$ cat src/rtl/seq_multiplier.sv
// rtl/seq_multiplier.sv - iterative shift-add multiplier, signed/unsigned, one bit per clock
// Optional feature macro: MULTIPLIER_ACCUMULATE_EN (adds accumulate input, product += A*B)
module seq_multiplier #(
  parameter int N  = 4,
  parameter int CW = $clog2(N + 1)
) (
  input  logic           clock,
  input  logic           n_reset,
  input  logic           start,
  input  logic           is_signed,
  input  logic [N-1:0]   multiplicand,
  input  logic [N-1:0]   multiplier,
`ifdef MULTIPLIER_ACCUMULATE_EN
  input  logic           accumulate,
`endif
  output logic           ready,
  output logic           done,
  output logic [2*N-1:0] product
);

  typedef enum logic [1:0] {IDLE, BUSY, DONE} state_t;

  state_t        state, next_state;
  logic [N-1:0]  a_r;
  logic          sgn_r;
  logic [N:0]    hi;
  logic [N-1:0]  lo;
  logic [CW-1:0] count;
`ifdef MULTIPLIER_ACCUMULATE_EN
  logic          acc_r;
`endif

  logic           last, sub, shift_in;
  logic [N:0]     addend, term, sum;
  logic [2*N-1:0] result;

  // hi carries one guard bit: the carry in unsigned mode, the sign in signed mode
  always_comb begin
    last     = (count == CW'(1));
    sub      = sgn_r & last;
    addend   = sgn_r ? {a_r[N-1], a_r} : {1'b0, a_r};
    term     = lo[0] ? (sub ? ~addend : addend) : '0;
    sum      = hi + term + {{N{1'b0}}, lo[0] & sub};
    shift_in = sgn_r ? sum[N] : 1'b0;
    result   = {sum, lo[N-1:1]};
  end

  always_ff @(posedge clock or negedge n_reset) begin
    if (!n_reset) state <= IDLE;
    else          state <= next_state;
  end

  always_comb begin
    next_state = state;
    case (state)
      IDLE:    if (start) next_state = BUSY;
      BUSY:    if (last)  next_state = DONE;
      DONE:    next_state = IDLE;
      default: next_state = IDLE;
    endcase
  end

  assign ready = (state == IDLE);
  assign done  = (state == DONE);

  // product is written on the edge entering DONE so it is valid while done is high
  always_ff @(posedge clock or negedge n_reset) begin
    if (!n_reset) begin
      a_r     <= '0;
      sgn_r   <= 1'b0;
      hi      <= '0;
      lo      <= '0;
      count   <= '0;
      product <= '0;
`ifdef MULTIPLIER_ACCUMULATE_EN
      acc_r   <= 1'b0;
`endif
    end else begin
      case (state)
        IDLE: if (start) begin
          a_r   <= multiplicand;
          sgn_r <= is_signed;
          hi    <= '0;
          lo    <= multiplier;
          count <= CW'(N);
`ifdef MULTIPLIER_ACCUMULATE_EN
          acc_r <= accumulate;
`endif
        end
        BUSY: begin
          hi    <= {shift_in, sum[N:1]};
          lo    <= {sum[0], lo[N-1:1]};
          count <= count - CW'(1);
          if (last) begin
`ifdef MULTIPLIER_ACCUMULATE_EN
            product <= acc_r ? product + result : result;
`else
            product <= result;
`endif
          end
        end
        default: ;
      endcase
    end
  end

endmodule
$ cat config.mk
export PLATFORM = sky130hd
export DESIGN_NAME = seq_multiplier
export DESIGN_NICKNAME = d
export VERILOG_FILES = /design/src/rtl/seq_multiplier.sv
export SDC_FILE = /design/constraint.sdc
export NUM_CORES = 1
export LEC_CHECK = 0
export ABC_AREA = 1
export CAP_MARGIN = 20
export CORE_ASPECT_RATIO = 0.9
export CORE_UTILIZATION = 56
export DETAILED_ROUTE_END_ITERATION = 8
export PLACE_DENSITY = 0.81
export SETUP_SLACK_MARGIN = 0.5
export SLEW_MARGIN = 5
export SYNTH_ARGS = -nofsm -noshare
export SYNTH_HDL_FRONTEND = slang
export SYNTH_SLANG_ARGS = --single-unit
$ cat constraint.sdc
create_clock -name clock -period 7.65 [get_ports clock]
set_clock_uncertainty 0.05 [all_clocks]
set_input_delay 0.765 -clock clock [delete_from_list [all_inputs] [get_ports clock]]
set_output_delay 0.765 -clock clock [all_outputs]
set_load 0.005 [all_outputs]
# After elaboration in Yosys (flattened, before gate mapping)
# Cells that the tools add are included.
[word_totals]
register_bits = 27
in_bits = 12
elab_cells = 37
[classes]
add_sub_neg = 3
n_eq_ne = 5
mux = 13
bitwise = 3
n_reduce_logical = 6
[op_table]
columns = ["cell", "n"]
rows = [
  ["two-way mux 5 bit", 4],
  ["one-hot mux 5 bit (2 select lines)", 1],
  ["one-hot mux 4 bit (2 select lines)", 1],
  ["AND reduction 2 bit", 4],
  ["one-hot mux 3 bit (2 select lines)", 1],
  ["adder 5 x 1 -> 5 bit", 1],
  ["adder 5 bit", 1],
  ["NOT 5 bit", 1],
  ["two-way mux 2 bit", 2],
  ["two-way mux 4 bit", 1],
  ["!= test 2 bit, second input constant", 2],
  ["one-hot mux 2 bit (2 select lines)", 1],
  ["== test 3 x 1 -> 1 bit, second input constant", 1],
  ["two-way mux 3 bit", 1],
  ["subtractor 3 x 1 -> 3 bit, second input constant", 1],
  ["AND 1 bit", 2],
  ["== test 2 x 1 -> 1 bit, second input constant", 1],
  ["== test 2 bit, second input constant", 1],
  ["logical NOT 2 bit", 1],
  ["nonzero test 2 bit", 1],
  ["two-way mux 1 bit", 1],
]

# Depth between registers and ports, before layout
# Gate-level depths: netlist of the first run.
[depth]
ltp_word = 8
depth_mapped = 16
mapped_depth_nobuf = 16

# Least setup slack after synthesis of the first run
# No wires, ideal clock.
[synth_path]
kind = "reg-to-reg"
startpoint = "register count[1]"
endpoint = "register hi[4]"
setup_time_ns = 0.118
t_arrival_ns = 2.300
required_ns = 7.482
path_slack_ns = 5.182
path_stages_with_launch = 17
n_path_buf = 0
period_less_slack_ns = 2.468
cell_sequence = "dfrtp_1 -> inv_1 -> ha_1 -> nand3_1 -> inv_1 -> or2_2 -> nand3_1 -> fa_1 -> fa_1 -> inv_1 -> nand3_1 -> nand2_1 -> nand2_1 -> nand2_1 -> nand2_1 -> nand4_1 -> nand2_1"
[synth_between]
elab_chain_len = 8
word_cells_on_any_way = 9
classes_between = "add/sub: 2; eq/ne: 1; mux: 4; bitwise: 2"
[synth_lines]
columns = ["element", "line_no", "source"]
rows = [
  ["start: declaration", "28", "logic [CW-1:0] count;"],
  ["start signal: assignment", "85", "count <= CW'(N);"],
  ["start signal: assignment", "93", "count <= count - CW'(1);"],
  ["== test 3 x 1 -> 1 bit *", "39", "last = (count == CW'(1));"],
  ["AND 1 bit *", "40", "sub = sgn_r & last;"],
  ["two-way mux 5 bit (2 in a row)", "42", "term = lo[0] ? (sub ? ~addend : addend) : '0;"],
  ["adder 5 bit", "43", "sum = hi + term + {{N{1'b0}}, lo[0] & sub};"],
  ["adder 5 x 1 -> 5 bit *", "43", ""],
  ["two-way mux 1 bit *", "44", "shift_in = sgn_r ? sum[N] : 1'b0;"],
  ["one-hot mux 5 bit (2 select lines) *", "79", "case (state)"],
  ["end signal: assignment", "91", "hi <= {shift_in, sum[N:1]};"],
  ["end: declaration", "26", "logic [N:0] hi;"],
]
# Every way passes the cells marked *; elsewhere a longest branch is shown, timed or not.
# A chain may end at the register's enable or synchronous reset.

# Worst setup path in the final report of the first run
# Ends and elaborated chain as after synthesis.

==> impl_metrics.tcl, run 1 <==
set metrics [dict create \
    routed_wl_um 2620 \
    antenna_found_initial 0 \
    fin_setup_tns_ns 0 \
    clkSlewWorstSetupHoldPaths_ns 0.14 \
    worstSetupPathType "flip-flop to flip-flop" \
    yosys_warnings 0 \
    finalCritPeriodShare_pct 36.3 \
    vdd_drop_max_uv 291 \
    gp_congestion 0.900 \
    rsz0062_at_grt "no" \
    avgViaCountPerCell 5.41 \
    htreeDepth 1 \
    p_seq_share_pct 35.1 \
    vias 1060 \
    grt_pass1_vias 1041 \
    ys.flop_type "dfrtp_1" \
    powerDensity_nw_per_um2 444 \
    synthCells 145 \
    syn_area_um2 1380 \
    first_iter_violations 28 \
    syn2layout_area_growth_pct 18.4 \
    period_minus_slack_ns 2.78 \
    cp_common_cell "nand2_1" \
    grt_pass1_wl_um 4710 \
    portBuffers 21 \
    endpoint_kind "flip-flop" \
    post-route-worst-setup-slack_ns 4.87 \
    async_reset_ff_share_pct 100 \
    grt_max_degree 28 \
    dieArea_um2 2670 \
    post_cts_buffers 0 \
    worstPathRequired_ns 7.82 \
    clock_latency_ns 0.33 \
    drtAntennaViolNets 0 \
    dp_slack_ns 4.93 \
    wire_per_inst_um 13.4 \
    comb_power_share_pct 56.5 \
    hpwl_um 1970 \
    cp_top_family "adder cells" \
    avgSynthCellArea_um2 9.54 \
    critical_path.cell_chain "inv_1, ha_1, nand3_1, inv_1, or2_2, nand3_1, fa_1, fa_1, inv_1, nand3_1, nand2_1, nand2_1, nand2_1, nand2_1, nand4_1, nand2_1" \
    fp.dieH_um 49.2 \
    postCtsHoldBufs 0 \
    hold_path_class "flip-flop to flip-flop" \
    cp_max_fo 5 \
    ys_types 25 \
    hold_viol_final 0 \
    nNetsFinal 189 \
    path_buf_inv 3 \
    synth_edf_count 0 \
    maxSlewViolCount 0 \
    cts_num_sinks 27 \
    rows 16 \
    chipWidth_um 54.4 \
    cts_resized 0 \
    groute.usage.overall_pct 24.7 \
    cpMaxStageDelayCell "fa_1" \
    clockBufferDepth 2 \
    fmax_mhz 360 \
    initial_core_util_pct 61.2 \
    cts_tree "yes" \
    power_leakage_nw 0.794 \
    cts_root_buf "clkbuf_4" \
    placed_cell_area_um2 1610 \
    core_area_um2 2260 \
    clkPwrFrac_pct 8.4 \
    ys_ff_latch 27 \
    drt-pass1-iter-count 4 \
    p_total_mw 0.728 \
    outcome "finished, final reports clean" \
    switching_share_pct 43.0 \
    worstPathArrival_ns 2.95 \
    overflow 0 \
    tightest_slew_ns 0.339 \
    final_area_um2 1640 \
    ys_seq_area_share_pct 48.8 \
    drc_errors 0 \
    slowest_delay_ns 0.45 \
    switchingPower_mw 0.313 \
    ios 22 \
    cts_buffers 3 \
    setup-violations-final 0 \
    drive_gt1_share_pct 13.6 \
    slew_headroom_pct 77.4 \
    p_int_mw 0.415 \
    antennaDiodeCount 0 \
    max_cap_viol_count 0 \
    hold_ws_ns 0.452 \
    synth.net_count 164 \
    crit_path_start_kind "flip-flop" \
]
## layer usage
layer	vias to the layer above	part of all wire, %	global-route usage (%)
li1	526	-	-
met1	487	47	33.8
met2	36	46	36.6
met3	11	5.0	7.17
met4	0	2.5	8.97
met5	-	0	0
## power groups by stage
| stage | Sequential [mW] | Clock (mW) | Combinational, mW |
|---|---|---|---|
| detailed placement | 0.258 | 0 | 0.410 |
| global route | 0.266 | 0.0685 | 0.468 |
| floorplan | 0.251 | 0 | 0.299 |
| finish | 0.256 | 0.0610 | 0.412 |
| global placement | 0.254 | 0 | 0.397 |
| CTS | 0.255 | 0.0644 | 0.413 |
## placed cells by master, fill, tap and decap left out
cell type	instances
a21oi_1	5
a221oi_2	1
a22oi_1	1
buf_4	1
clkbuf_1	1
clkbuf_4	3
clkdlybuf4s50_1	21
dfrtp_1	27
fa_1	2
ha_1	5
inv_1	16
inv_2	4
mux2_2	3
nand2_1	31
nand2_4	3
nand3_1	8
nand3b_1	1
nand4_1	2
nor2_1	7
nor2_4	2
nor3_1	1
o211ai_1	2
o21ai_0	10
o21ai_2	5
o221ai_1	1
o22ai_1	2
or2_2	1
xnor2_1	3
## cells in the mapped netlist, drive strengths merged, types with 3 or more instances
cell	n	area share [%]
a21oi	5	1.8
nand2	34	11
dfrtp	27	49
xnor2	3	1.9
o21ai	15	6.8
inv	20	5.4
mux2	3	2.4
nor2	9	3.5
ha	5	4.5
nand3	8	2.9
## per-stage QoR
step	std cells	utilization (%)
after global routing	196	72.5
after floorplan	145	-
final	196	72.5
after CTS	196	72.5
after detailed placement	192	71.3
after global placement	192	71.3
## worst paths after layout
| kind | to | cells after the start | from | slack (ns) |
|---|---|---|---|---|
| setup / recovery | hi[4] | 16 | count[1] | 4.87 |
| hold / removal | product[4] | 2 | product[4] | 0.45 |
| setup reg to reg | hi[4] | 16 | count[1] | 4.87 |
| hold reg to reg | product[4] | 2 | product[4] | 0.45 |
| max in group asynchronous | hi[3] | 2 | n_reset | 6.56 |
| min in group asynchronous | product[1] | 2 | n_reset | 0.73 |
## cell type report
| class | instances | area, um2 |
|---|---|---|
| Tap cell | 27 | 33.8 |
| Timing Repair Buffer | 22 | 218 |
| Fill cell | 165 | 623 |
| Sequential cell | 27 | 676 |
| Multi-Input combinational cell | 96 | 611 |
| Clock buffer | 4 | 26.3 |
| Inverter | 20 | 75.1 |
## tightest hold or removal path, delay by kind of cell (launching register included)
family	cells	cell delay, ns
flops	1	0.37
compound gates	1	0.05
simple gates	1	0.06
## flip-flops by register name (all words and copies together), names as in the netlist
register,flops
a_r,4
count,3
hi,5
lo,4
product,8
sgn_r,1
state,2
## cells by family (layout without fill, tap and decap cells)
| logic type | count (synthesis) | after routing | share of synthesized area, % |
|---|---|---|---|
| AND/OR/NAND/NOR | 56 | 56 | 19.5 |
| AO/OA/AOI/OAI | 27 | 27 | 12.8 |
| flip-flops | 27 | 27 | 48.8 |
| buffers and inverters | 22 | 46 | 7.05 |
| adder cells (fa/ha/maj) | 7 | 7 | 7.41 |
| XOR/XNOR | 3 | 3 | 1.90 |
| multiplexers | 3 | 3 | 2.44 |
Power figures use the tool's default switching activity.
==> run 2, diff against run 1 <==
--- a/config.mk
+++ b/config.mk
@@ -8,9 +8,9 @@
 export ABC_AREA = 1
 export CAP_MARGIN = 20
 export CORE_ASPECT_RATIO = 0.9
-export CORE_UTILIZATION = 56
+export CORE_UTILIZATION = 52
 export DETAILED_ROUTE_END_ITERATION = 8
-export PLACE_DENSITY = 0.81
+export PLACE_DENSITY = 0.76
 export SETUP_SLACK_MARGIN = 0.5
 export SLEW_MARGIN = 5
 export SYNTH_ARGS = -nofsm -noshare
==> constraint.sdc (replaced) <==
create_clock -name clock -period 2.65 [get_ports clock]
set_clock_uncertainty 0.05 [all_clocks]
set_input_delay 0.265 -clock clock [delete_from_list [all_inputs] [get_ports clock]]
set_output_delay 0.265 -clock clock [all_outputs]
set_load 0.005 [all_outputs]
==> impl_metrics.tcl, run 2 (synthesis gave the netlist of run 1 again) <==
set metrics [dict create \
    vdd_drop_max_uv 780 \
    portBuffers 21 \
    wire_per_inst_um 14.1 \
    largest_reg_flops 8 \
    grt_max_degree 28 \
    syn2layout_area_growth_pct 27.4 \
    fin_setup_tns_ns 0 \
    final_cell_mix "29 x nand2_1, 27 x dfrtp_1, 21 x clkdlybuf4s50_1" \
    placed_cell_area_um2 1640 \
    overflow 0 \
    antenna_found_initial 0 \
    top_register "product" \
    switchingPower_mw 0.999 \
    worstPathArrival_ns 2.60 \
    p_int_mw 1.31 \
    powerDensity_nw_per_um2 1310 \
    clockBufferDepth 2 \
    cts_root_buf "clkbuf_4" \
    vias 1109 \
    crit_cells 16 \
    maxSlewViolCount 0 \
    p_seq_share_pct 32.4 \
    drc_errors 0 \
    use_met3_pct 5.32 \
    hold_path_class "primary input to asynchronous set/reset pin" \
    grt_busiest_layer "met2" \
    nNetsFinal 196 \
    slowest_delay_ns 0.40 \
    grt_pass1_wl_um 4730 \
    grt_pass1_vias 1059 \
    chipWidth_um 56.4 \
    fp.dieH_um 50.9 \
    antennaDiodeCount 0 \
    postCtsHoldBufs 0 \
    dieArea_um2 2870 \
    drtAntennaViolNets 0 \
    top_regs "product: 8 flops, hi: 5 flops" \
    first_iter_violations 55 \
    rows 17 \
    slew_headroom_pct 77.5 \
    r2r_cells 16 \
    endpoint_kind "flip-flop" \
    setup-violations-final 0 \
    hpwl_um 2010 \
    cts_buffers 3 \
    finalCritPeriodShare_pct 90.7 \
    htreeDepth 1 \
    critical_path.cell_chain "inv_2, ha_4, nand3_4, inv_2, or2_2, nand3_2, fa_2, fa_2, inv_2, nand3_2, nand2_1, nand2_2, nand2_1, nand2_2, nand3_1, nand2_1" \
    period_minus_slack_ns 2.40 \
    initial_core_util_pct 55.6 \
    mostFrequentLayoutCell "nand2_1" \
    clkPwrFrac_pct 7.9 \
    avgViaCountPerCell 5.44 \
    drive_gt1_share_pct 25.6 \
    cp_top_family "adder cells" \
    switching_share_pct 43.2 \
    fmax_mhz 416 \
    core_area_um2 2490 \
    path_buf_inv 3 \
    worstPathRequired_ns 2.85 \
    outcome "finished, final reports clean" \
    power_leakage_nw 0.835 \
    tightest_slew_ns 0.337 \
    groute.usage.overall_pct 21.7 \
    crit_path_start_kind "flip-flop" \
    routed_wl_um 2870 \
    grtUsageMet2_pct 39.1 \
    drt-pass1-iter-count 4 \
    gp_congestion 0.835 \
    cts_tree "yes" \
    clkSlewWorstSetupHoldPaths_ns 0.15 \
    clock_latency_ns 0.33 \
    worstSetupPathType "flip-flop to flip-flop" \
    cpMaxStageDelayCell "dfrtp_1" \
    cts_num_sinks 27 \
    cp_max_fo 3 \
    rsz0062_at_grt "yes" \
    hold_viol_final 0 \
    ios 22 \
    comb_power_share_pct 59.7 \
    final_area_um2 1760 \
    max_cap_viol_count 0 \
    grt_use_met1_pct 26.1 \
]
run 2: cell types whose count changed in the layout (fill, tap and decap cells not counted), moves of 2 or more:
cell     change
buf_4        +6
nand3_1      -5
nand3_2      +4
inv_1        -3
inv_2        +3
fa_1         -2
fa_2         +2
nand2_1      -2
nand2_2      +2
run 2: layer usage:
layer	wire length [um]	part of all wire, %
met1	1190	42
met4	69	2.4
met3	146	5.1
met5	0	0
met2	1460	51
run 2: final cells by class:
cell class / count / area [um2]
Clock buffer: 3 / 22.5
Fill cell: 192 / 726
Clock inverter: 1 / 7.51
Timing Repair Buffer: 29 / 274
Sequential cell: 27 / 676
Inverter: 20 / 75.1
Multi-Input combinational cell: 96 / 673
Tap cell: 28 / 35.0
run 2: path summary, 6_finish.rpt:
kind | from | slack, ns | endpoint
hold / removal | n_reset | 0.22 | product[1]
min in group clock | product[5] | 0.45 | product[5]
setup / recovery | count[1] | 0.25 | product[7]
setup reg to reg | count[1] | 0.25 | product[7]
hold reg to reg | product[5] | 0.45 | product[5]
max in group asynchronous | n_reset | 2.07 | a_r[0]
run 2: worst register-to-register path, cell delays in order (launching register included):
cell	delay, ns
dfrtp_1	0.40
inv_2	0.07
ha_4	0.16
nand3_4	0.08
inv_2	0.07
or2_2	0.10
nand3_2	0.06
fa_2	0.37
fa_2	0.38
inv_2	0.06
nand3_2	0.07
nand2_1	0.10
nand2_2	0.07
nand2_1	0.08
nand2_2	0.07
nand3_1	0.09
nand2_1	0.05
run 2: through the flow:
step,worst slack [ns],utilization [%],instances,power (mW),hold WS [ns]
final,0.245,70.8,204,2.31,0.224
after global placement,0.302,66.0,193,1.90,0.406
after floorplan,0.391,-,145,1.62,-0.0806
after CTS,0.293,69.4,201,2.23,0.232
after detailed placement,0.211,66.0,193,1.97,0.416
after global routing,0.119,70.8,204,2.50,0.235
run 2: power groups by stage:
stage | logic (mW) | clock network, mW | registers, mW
detailed placement | 1.22 | 0 | 0.750
global route | 1.53 | 0.202 | 0.770
finish | 1.38 | 0.183 | 0.749
CTS | 1.29 | 0.190 | 0.745
floorplan | 0.890 | 0 | 0.732
global placement | 1.16 | 0 | 0.743
run 2: repair_timing:
action                                  in CTS  in global routing
resized for setup                            6                  4
endpoints found under the setup margin       6                  9
buffers inserted                             4                  3
pin swaps                                    4                  4
